==> src/rtl/fft_bfly_sched_pkg.sv <==
// Shared types and helpers for the radix-2 DIT FFT butterfly sequencer.
// bfly_addr works at the widest supported size; callers truncate to their LOG2N.
package fft_pkg;

  localparam int LOG2N_DEF  = 6;
  localparam int RD_LAT_DEF = 1;
  localparam int BF_LAT_DEF = 2;
  localparam int ADDR_MAXW  = 10;

  typedef enum logic [1:0] {
    IDLE  = 2'd0,
    RUN   = 2'd1,
    DRAIN = 2'd2,
    DONE  = 2'd3
  } state_e;

  typedef struct packed {
    logic [ADDR_MAXW-1:0] ia;
    logic [ADDR_MAXW-1:0] ib;
    logic [ADDR_MAXW-1:0] tw;
  } bfly_t;

  // Cycles from a read strobe to the matching write strobe.
  function automatic int lat_of(input int rd_lat, input int bf_lat);
    return rd_lat + bf_lat;
  endfunction

  // Butterfly k of stage s: the top operand keeps bit s clear, the bottom one sets it.
  function automatic bfly_t bfly_addr(input logic [ADDR_MAXW-1:0] k,
                                      input logic [3:0]           s,
                                      input logic [3:0]           log2n);
    logic [ADDR_MAXW-1:0] span_m;
    bfly_t                r;
    span_m = (10'd1 << s) - 10'd1;
    r.ia   = ((k >> s) << (s + 4'd1)) | (k & span_m);
    r.ib   = r.ia + span_m + 10'd1;
    r.tw   = (k & span_m) << (log2n - 4'd1 - s);
    return r;
  endfunction

endpackage

==> src/rtl/fft_wb_delay.sv <==
// Fixed-depth shift register carrying the write-back strobe and addresses.
// It shifts every cycle, so stalls upstream appear as bubbles downstream.
module fft_wb_delay #(
  parameter int DEPTH = 3,
  parameter int WIDTH = 13
) (
  input  logic             clk_i,
  input  logic             rst_ni,
  input  logic [WIDTH-1:0] d_i,
  output logic [WIDTH-1:0] q_o
);

  logic [WIDTH-1:0] sr_q [DEPTH];

  always_ff @(posedge clk_i) begin
    if (!rst_ni) begin
      for (int i = 0; i < DEPTH; i++) sr_q[i] <= '0;
    end else begin
      sr_q[0] <= d_i;
      for (int i = 1; i < DEPTH; i++) sr_q[i] <= sr_q[i-1];
    end
  end

  assign q_o = sr_q[DEPTH-1];

endmodule

==> src/rtl/fft_bfly_sched.sv <==
// Sequencer for an in-place radix-2 DIT FFT: issues one butterfly read per cycle,
// drains the pipeline between stages and issues the matching write-back LAT cycles later.
module fft_bfly_sched
  import fft_pkg::*;
#(
  parameter int LOG2N  = LOG2N_DEF,
  parameter int RD_LAT = RD_LAT_DEF,
  parameter int BF_LAT = BF_LAT_DEF
) (
  input  logic             clk,
  input  logic             rst_n,
  input  logic             start,
  input  logic             hold,
  output logic             busy,
  output logic             done,
  output logic [3:0]       stage,
  output logic             rd_en,
  output logic [LOG2N-1:0] rd_addr_a,
  output logic [LOG2N-1:0] rd_addr_b,
  output logic [LOG2N-2:0] tw_addr,
  output logic             wr_en,
  output logic [LOG2N-1:0] wr_addr_a,
  output logic [LOG2N-1:0] wr_addr_b
);

  localparam int AW  = LOG2N;
  localparam int TW  = LOG2N - 1;
  localparam int KW  = LOG2N - 1;
  localparam int LAT = lat_of(RD_LAT, BF_LAT);
  localparam int DW  = $clog2(LAT + 1);

  // Handshake: rd_en marks a valid read of rd_addr_a/rd_addr_b/tw_addr in the same
  // cycle; wr_en marks a valid write of x/y to wr_addr_a/wr_addr_b. No back-pressure.
  state_e          state_q, state_d;
  logic [KW-1:0]   k_q, k_d;
  logic [3:0]      s_q, s_d;
  logic [DW-1:0]   dr_q, dr_d;
  logic [AW-1:0]   ia_q, ib_q;
  logic [TW-1:0]   tw_q;
  bfly_t           ba;

  always_comb begin
    state_d = state_q;
    k_d     = k_q;
    s_d     = s_q;
    dr_d    = dr_q;
    case (state_q)
      IDLE: begin
        if (start) begin
          state_d = RUN;
          k_d     = '0;
          s_d     = '0;
        end
      end
      RUN: begin
        if (!hold) begin
          if (k_q == '1) begin
            state_d = DRAIN;
            dr_d    = '0;
          end else begin
            k_d = k_q + KW'(1);
          end
        end
      end
      DRAIN: begin
        // The last write of the stage lands in the final drain cycle.
        if (dr_q == DW'(LAT - 1)) begin
          if (s_q != 4'(LOG2N - 1)) begin
            state_d = RUN;
            s_d     = s_q + 4'd1;
            k_d     = '0;
          end else begin
            state_d = DONE;
          end
        end else begin
          dr_d = dr_q + DW'(1);
        end
      end
      DONE:    state_d = IDLE;
      default: state_d = IDLE;
    endcase
  end

  always_comb begin
    ba = bfly_addr(ADDR_MAXW'(k_d), s_d, 4'(LOG2N));
  end

  always_ff @(posedge clk) begin
    if (!rst_n) begin
      state_q <= IDLE;
      k_q     <= '0;
      s_q     <= '0;
      dr_q    <= '0;
      ia_q    <= '0;
      ib_q    <= '0;
      tw_q    <= '0;
    end else begin
      state_q <= state_d;
      k_q     <= k_d;
      s_q     <= s_d;
      dr_q    <= dr_d;
      // Addresses are precomputed for the butterfly that will be presented next cycle.
      if (state_d == RUN) begin
        ia_q <= AW'(ba.ia);
        ib_q <= AW'(ba.ib);
        tw_q <= TW'(ba.tw);
      end else begin
        ia_q <= '0;
        ib_q <= '0;
        tw_q <= '0;
      end
    end
  end

  assign busy      = (state_q == RUN) || (state_q == DRAIN);
  assign done      = (state_q == DONE);
  assign stage     = s_q;
  assign rd_en     = (state_q == RUN) && !hold;
  assign rd_addr_a = ia_q;
  assign rd_addr_b = ib_q;
  assign tw_addr   = tw_q;

  fft_wb_delay #(
    .DEPTH(LAT),
    .WIDTH(1 + 2 * AW)
  ) u_wb_delay (
    .clk_i (clk),
    .rst_ni(rst_n),
    .d_i   ({rd_en, rd_addr_a, rd_addr_b}),
    .q_o   ({wr_en, wr_addr_a, wr_addr_b})
  );

endmodule

==> config.mk <==
export PLATFORM = sky130hd
export DESIGN_NAME = fft_bfly_sched
export DESIGN_NICKNAME = d
export VERILOG_FILES = /design/src/rtl/fft_bfly_sched_pkg.sv /design/src/rtl/fft_wb_delay.sv /design/src/rtl/fft_bfly_sched.sv
export SDC_FILE = /design/constraint.sdc
export NUM_CORES = 1
export LEC_CHECK = 0
export CELL_PAD_IN_SITES_DETAIL_PLACEMENT = 0
export CELL_PAD_IN_SITES_GLOBAL_PLACEMENT = 2
export CORE_ASPECT_RATIO = 0.7
export CORE_MARGIN = 2
export CORE_UTILIZATION = 39
export DETAILED_ROUTE_END_ITERATION = 6
export DONT_BUFFER_PORTS = 1
export HOLD_SLACK_MARGIN = 0.05
export PLACE_DENSITY = 0.9
export SETUP_SLACK_MARGIN = 0.3
export SYNTH_ARGS = -nofsm -noshare
export SYNTH_HDL_FRONTEND = slang
export SYNTH_SLANG_ARGS = --single-unit
==> constraint.sdc <==
create_clock -name clk -period 5.65 [get_ports clk]
set_input_delay 1.13 -clock clk [delete_from_list [all_inputs] [get_ports clk]]
set_output_delay 1.13 -clock clk [all_outputs]
set_load 0.005 [all_outputs]
==> flow_summary.yaml <==
sta:
  tns_ns: 0
  hold_viol_final: 0
  fin_crit_ns: 4.42
  max_slew_margin: 0.536
  setup_viol: 0
  clock.fmax_ghz: 0.226
  grt_setup_unrepaired: "false"
  fin_crit_sh: 0.783
  slew_violations: 0
  tightest_slew_ns: 0.693
  fin_skew_ns: 0.0109
yosys:
  ys_seq_area_frac: 0.413
  synth_warnings: 0
  async_flop_share: 0
  synth-edff-count: 0
  syn_area_mm2: 0.00334
  synth-main-ff-cell: "dfxtp_1"
  syn_nets: 391
  syn_avg_cell_area_um2: 9.15
  syn-instance-count: 365
  yosysUniqueCellTypes: 66
  ys_ff_latch: 69
global_routing:
  grtUsageMet1: 0.217
  busiest_layer: "met2"
  grt_pass1_vias: 2308
  met2_usage: 0.244
  overflow: 0
  grt.total_usage: 0.165
  use_met3: 0.0598
  antenna_found_initial: 0
  grt_max_degree: 53
  grt_pass1_wl_um: 11700
critical_path:
  r2r-end: "rd_addr_b[5]"
  path_cells: "inv_1, ha_1, a21boi_0, o21ai_0, and2_1, inv_6, nor2_2, nand2_1, ha_1, inv_1, and2_1, o21bai_1, ha_1, nor2b_1, o21ai_0, a21boi_0, o21ai_0, nand2b_1, xnor2_1, nand3_1, a21oi_2"
  reg2reg_slack_ns: 1.23
  path_buf_inv: 3
  cp_data_required_time_ns: 5.91
  path_class: "reg -> reg"
  cp_top_family: "simple AND/OR/NAND/NOR gates"
  cp_data_arrival_time_ns: 4.68
  cp_slowest_stage_delay_ns: 0.44
  cp-start-kind: "flip-flop"
  r2r_cells: 21
  cp_slowest_cell: "ha_1"
  endpoint_kind: "flip-flop"
  path_max_fanout: 14
  timing.rr.start: "dr_q[0]"
clock_tree:
  clockBufferDepth: 2
  insertion_delay_ns: 0.33
  cts_buffers: 9
  cts_setup_buffers: 0
  h-tree-depth: 3
  cts_resized: 0
  root_buffer: "clkbuf_16"
  cts_tree: "done"
  cts.sinks: 69
  hold_buffers: 0
  clkSlewWorstSetupHoldPaths_ns: 0.06
detailed_routing:
  wl_per_cell_um: 15.3
  ant_nets: 0
  vias: 2353
  via_per_inst: 5.14
  dr.pass1.iters: 4
  drc: 0
  drt_iter0_drc: 129
  finalWirelength_um: 7020
min_path:
  hold_class: "reg -> reg"
  hold_path.startpoint: "u_wb_delay.sr_q[0][7]"
  min_to: "u_wb_delay.sr_q[0][20]"
  whs_path_depth: 1
power_and_ir_drop:
  peakVddDrop_uv: 153
  intPower_uw: 933
  switching_share: 0.200
  p_clk_frac: 0.547
  power.net_switching_uw: 233
  power.density_mw_per_mm2: 320
  power_leakage_uw: 0.00146
  comb_power_share: 0.029
  seqPwrFrac: 0.424
floorplan:
  die_h_um: 81.4
  coreArea_mm2: 0.00837
  rows: 28
  io_pins: 41
  start_util: 0.399
  die_w_um: 115
  die-area_mm2: 0.00933
flow_run:
  drv_cap: 0
placed_design:
  postPlaceCellArea_mm2: 0.00331
  gp_congestion: 0.859
  port_buffers: 0
  dp_hpwl_um: 4890
cells_and_area:
  register_area_mm2: 0.00138
  area_growth_pct: 9.06
  stdcell_area_mm2: 0.00364
  multiInputGateArea_mm2: 0.00170
  nets: 375
  fillerInstances: 807
  final_cell_mix: "dfxtp_1 (69), and2_1 (53), nor2_1 (24)"
  antenna_cells: 0
  drive_gt1_frac: 0.0878
  final_common_cell: "dfxtp_1"
  final_util: 0.435
status:
  status: "completed"
==> sequential cells by signal, indices dropped and copies added (netlist names) <==
register / flops
u_wb_delay.sr_q: 39
rd_addr_a: 6
rd_addr_b: 6
k_q: 5
tw_addr: 5
stage: 4
dr_q: 2
state_q: 2
==> cell type report <==
cell class	instances	share of cell area
tap	105	0.0361
clock inverter	6	0.0309
sequential	69	0.379
clock buffer	9	0.0618
multi-input combinational	247	0.466
inverter	20	0.0220
timing repair buffer	2	0.00412
==> stage by stage <==
stage	setup slack (ns)	hold WS, ns	total power (uW)	instances
after CTS	1.27	0.431	1180	458
after detailed placement	1.02	0.417	538	443
after floorplan	1.31	0.412	534	365
final	1.23	0.428	1170	458
after global placement	1.18	0.413	538	443
after global routing	0.767	0.447	1210	458
==> synthesized netlist by cell type (2+ instances only) <==
| library cell | n | area share |
|---|---|---|
| buf_6 | 3 | 0.010 |
| a211oi_1 | 2 | 0.0045 |
| ha_1 | 21 | 0.079 |
| nor2b_1 | 10 | 0.019 |
| mux2i_1 | 3 | 0.0090 |
| and3b_1 | 2 | 0.0052 |
| o21ai_0 | 10 | 0.015 |
| a22oi_1 | 4 | 0.0090 |
| and2_1 | 53 | 0.099 |
| inv_2 | 3 | 0.0034 |
| o22ai_1 | 2 | 0.0037 |
| o221ai_1 | 2 | 0.0052 |
| a21boi_0 | 3 | 0.0067 |
| xnor2_1 | 4 | 0.010 |
| nand3_1 | 8 | 0.012 |
| xor2_1 | 3 | 0.0079 |
| nand4_1 | 7 | 0.013 |
| nand4b_1 | 2 | 0.0052 |
| inv_1 | 16 | 0.018 |
| buf_2 | 4 | 0.0060 |
| buf_4 | 12 | 0.027 |
| a41oi_1 | 2 | 0.0052 |
| clkbuf_1 | 9 | 0.010 |
| a2111oi_0 | 2 | 0.0052 |
| nor2_1 | 24 | 0.027 |
| a21oi_1 | 13 | 0.019 |
| dfxtp_1 | 69 | 0.41 |
| o21a_1 | 3 | 0.0067 |
| a21o_1 | 3 | 0.0067 |
| nand2_1 | 19 | 0.021 |
| nand2b_1 | 5 | 0.0094 |
| o21ai_1 | 4 | 0.0060 |
| nor3_1 | 3 | 0.0045 |
| a31oi_1 | 3 | 0.0056 |
==> layer usage <==
metal	routed length, um	share of wire
met5	0	0
met1	3510	0.50
met2	2930	0.42
met3	471	0.067
met4	109	0.016
==> cells by family (layout without fill, tap and decap cells) <==
group / count (synthesis) / in the layout / synth area share
compound gates: 70 / 70 / 0.146
xor+xnor: 7 / 7 / 0.0184
fa+ha+maj: 22 / 22 / 0.0846
buf+inv: 49 / 37 / 0.0783
flops: 69 / 69 / 0.413
mux: 5 / 5 / 0.0169
simple gates: 143 / 143 / 0.242
==> power by group through the flow <==
| stage | Sequential (uW) | Combinational [uW] | Clock [uW] |
|---|---|---|---|
| final | 494 | 34.4 | 637 |
| after global routing | 494 | 38.1 | 679 |
| after CTS | 494 | 34.2 | 649 |
| after detailed placement | 504 | 33.9 | 0 |
| after global placement | 504 | 33.4 | 0 |
| after floorplan | 503 | 30.6 | 0 |
==> worst max-delay path by stage <==
stage	startpoint	endpoint	slack [ns]	cells after the start
3_5_place_dp	start	rd_addr_b[5]	1.02	19
5_1_grt	dr_q[0]	rd_addr_b[5]	0.77	21
3_3_place_gp	start	rd_addr_b[5]	1.18	19
2_1_floorplan	start	rd_addr_b[5]	1.31	19
6_report	dr_q[0]	rd_addr_b[5]	1.23	21
4_1_cts	dr_q[0]	rd_addr_b[5]	1.27	21
No activity file was read; power rests on OpenSTA's default activity.
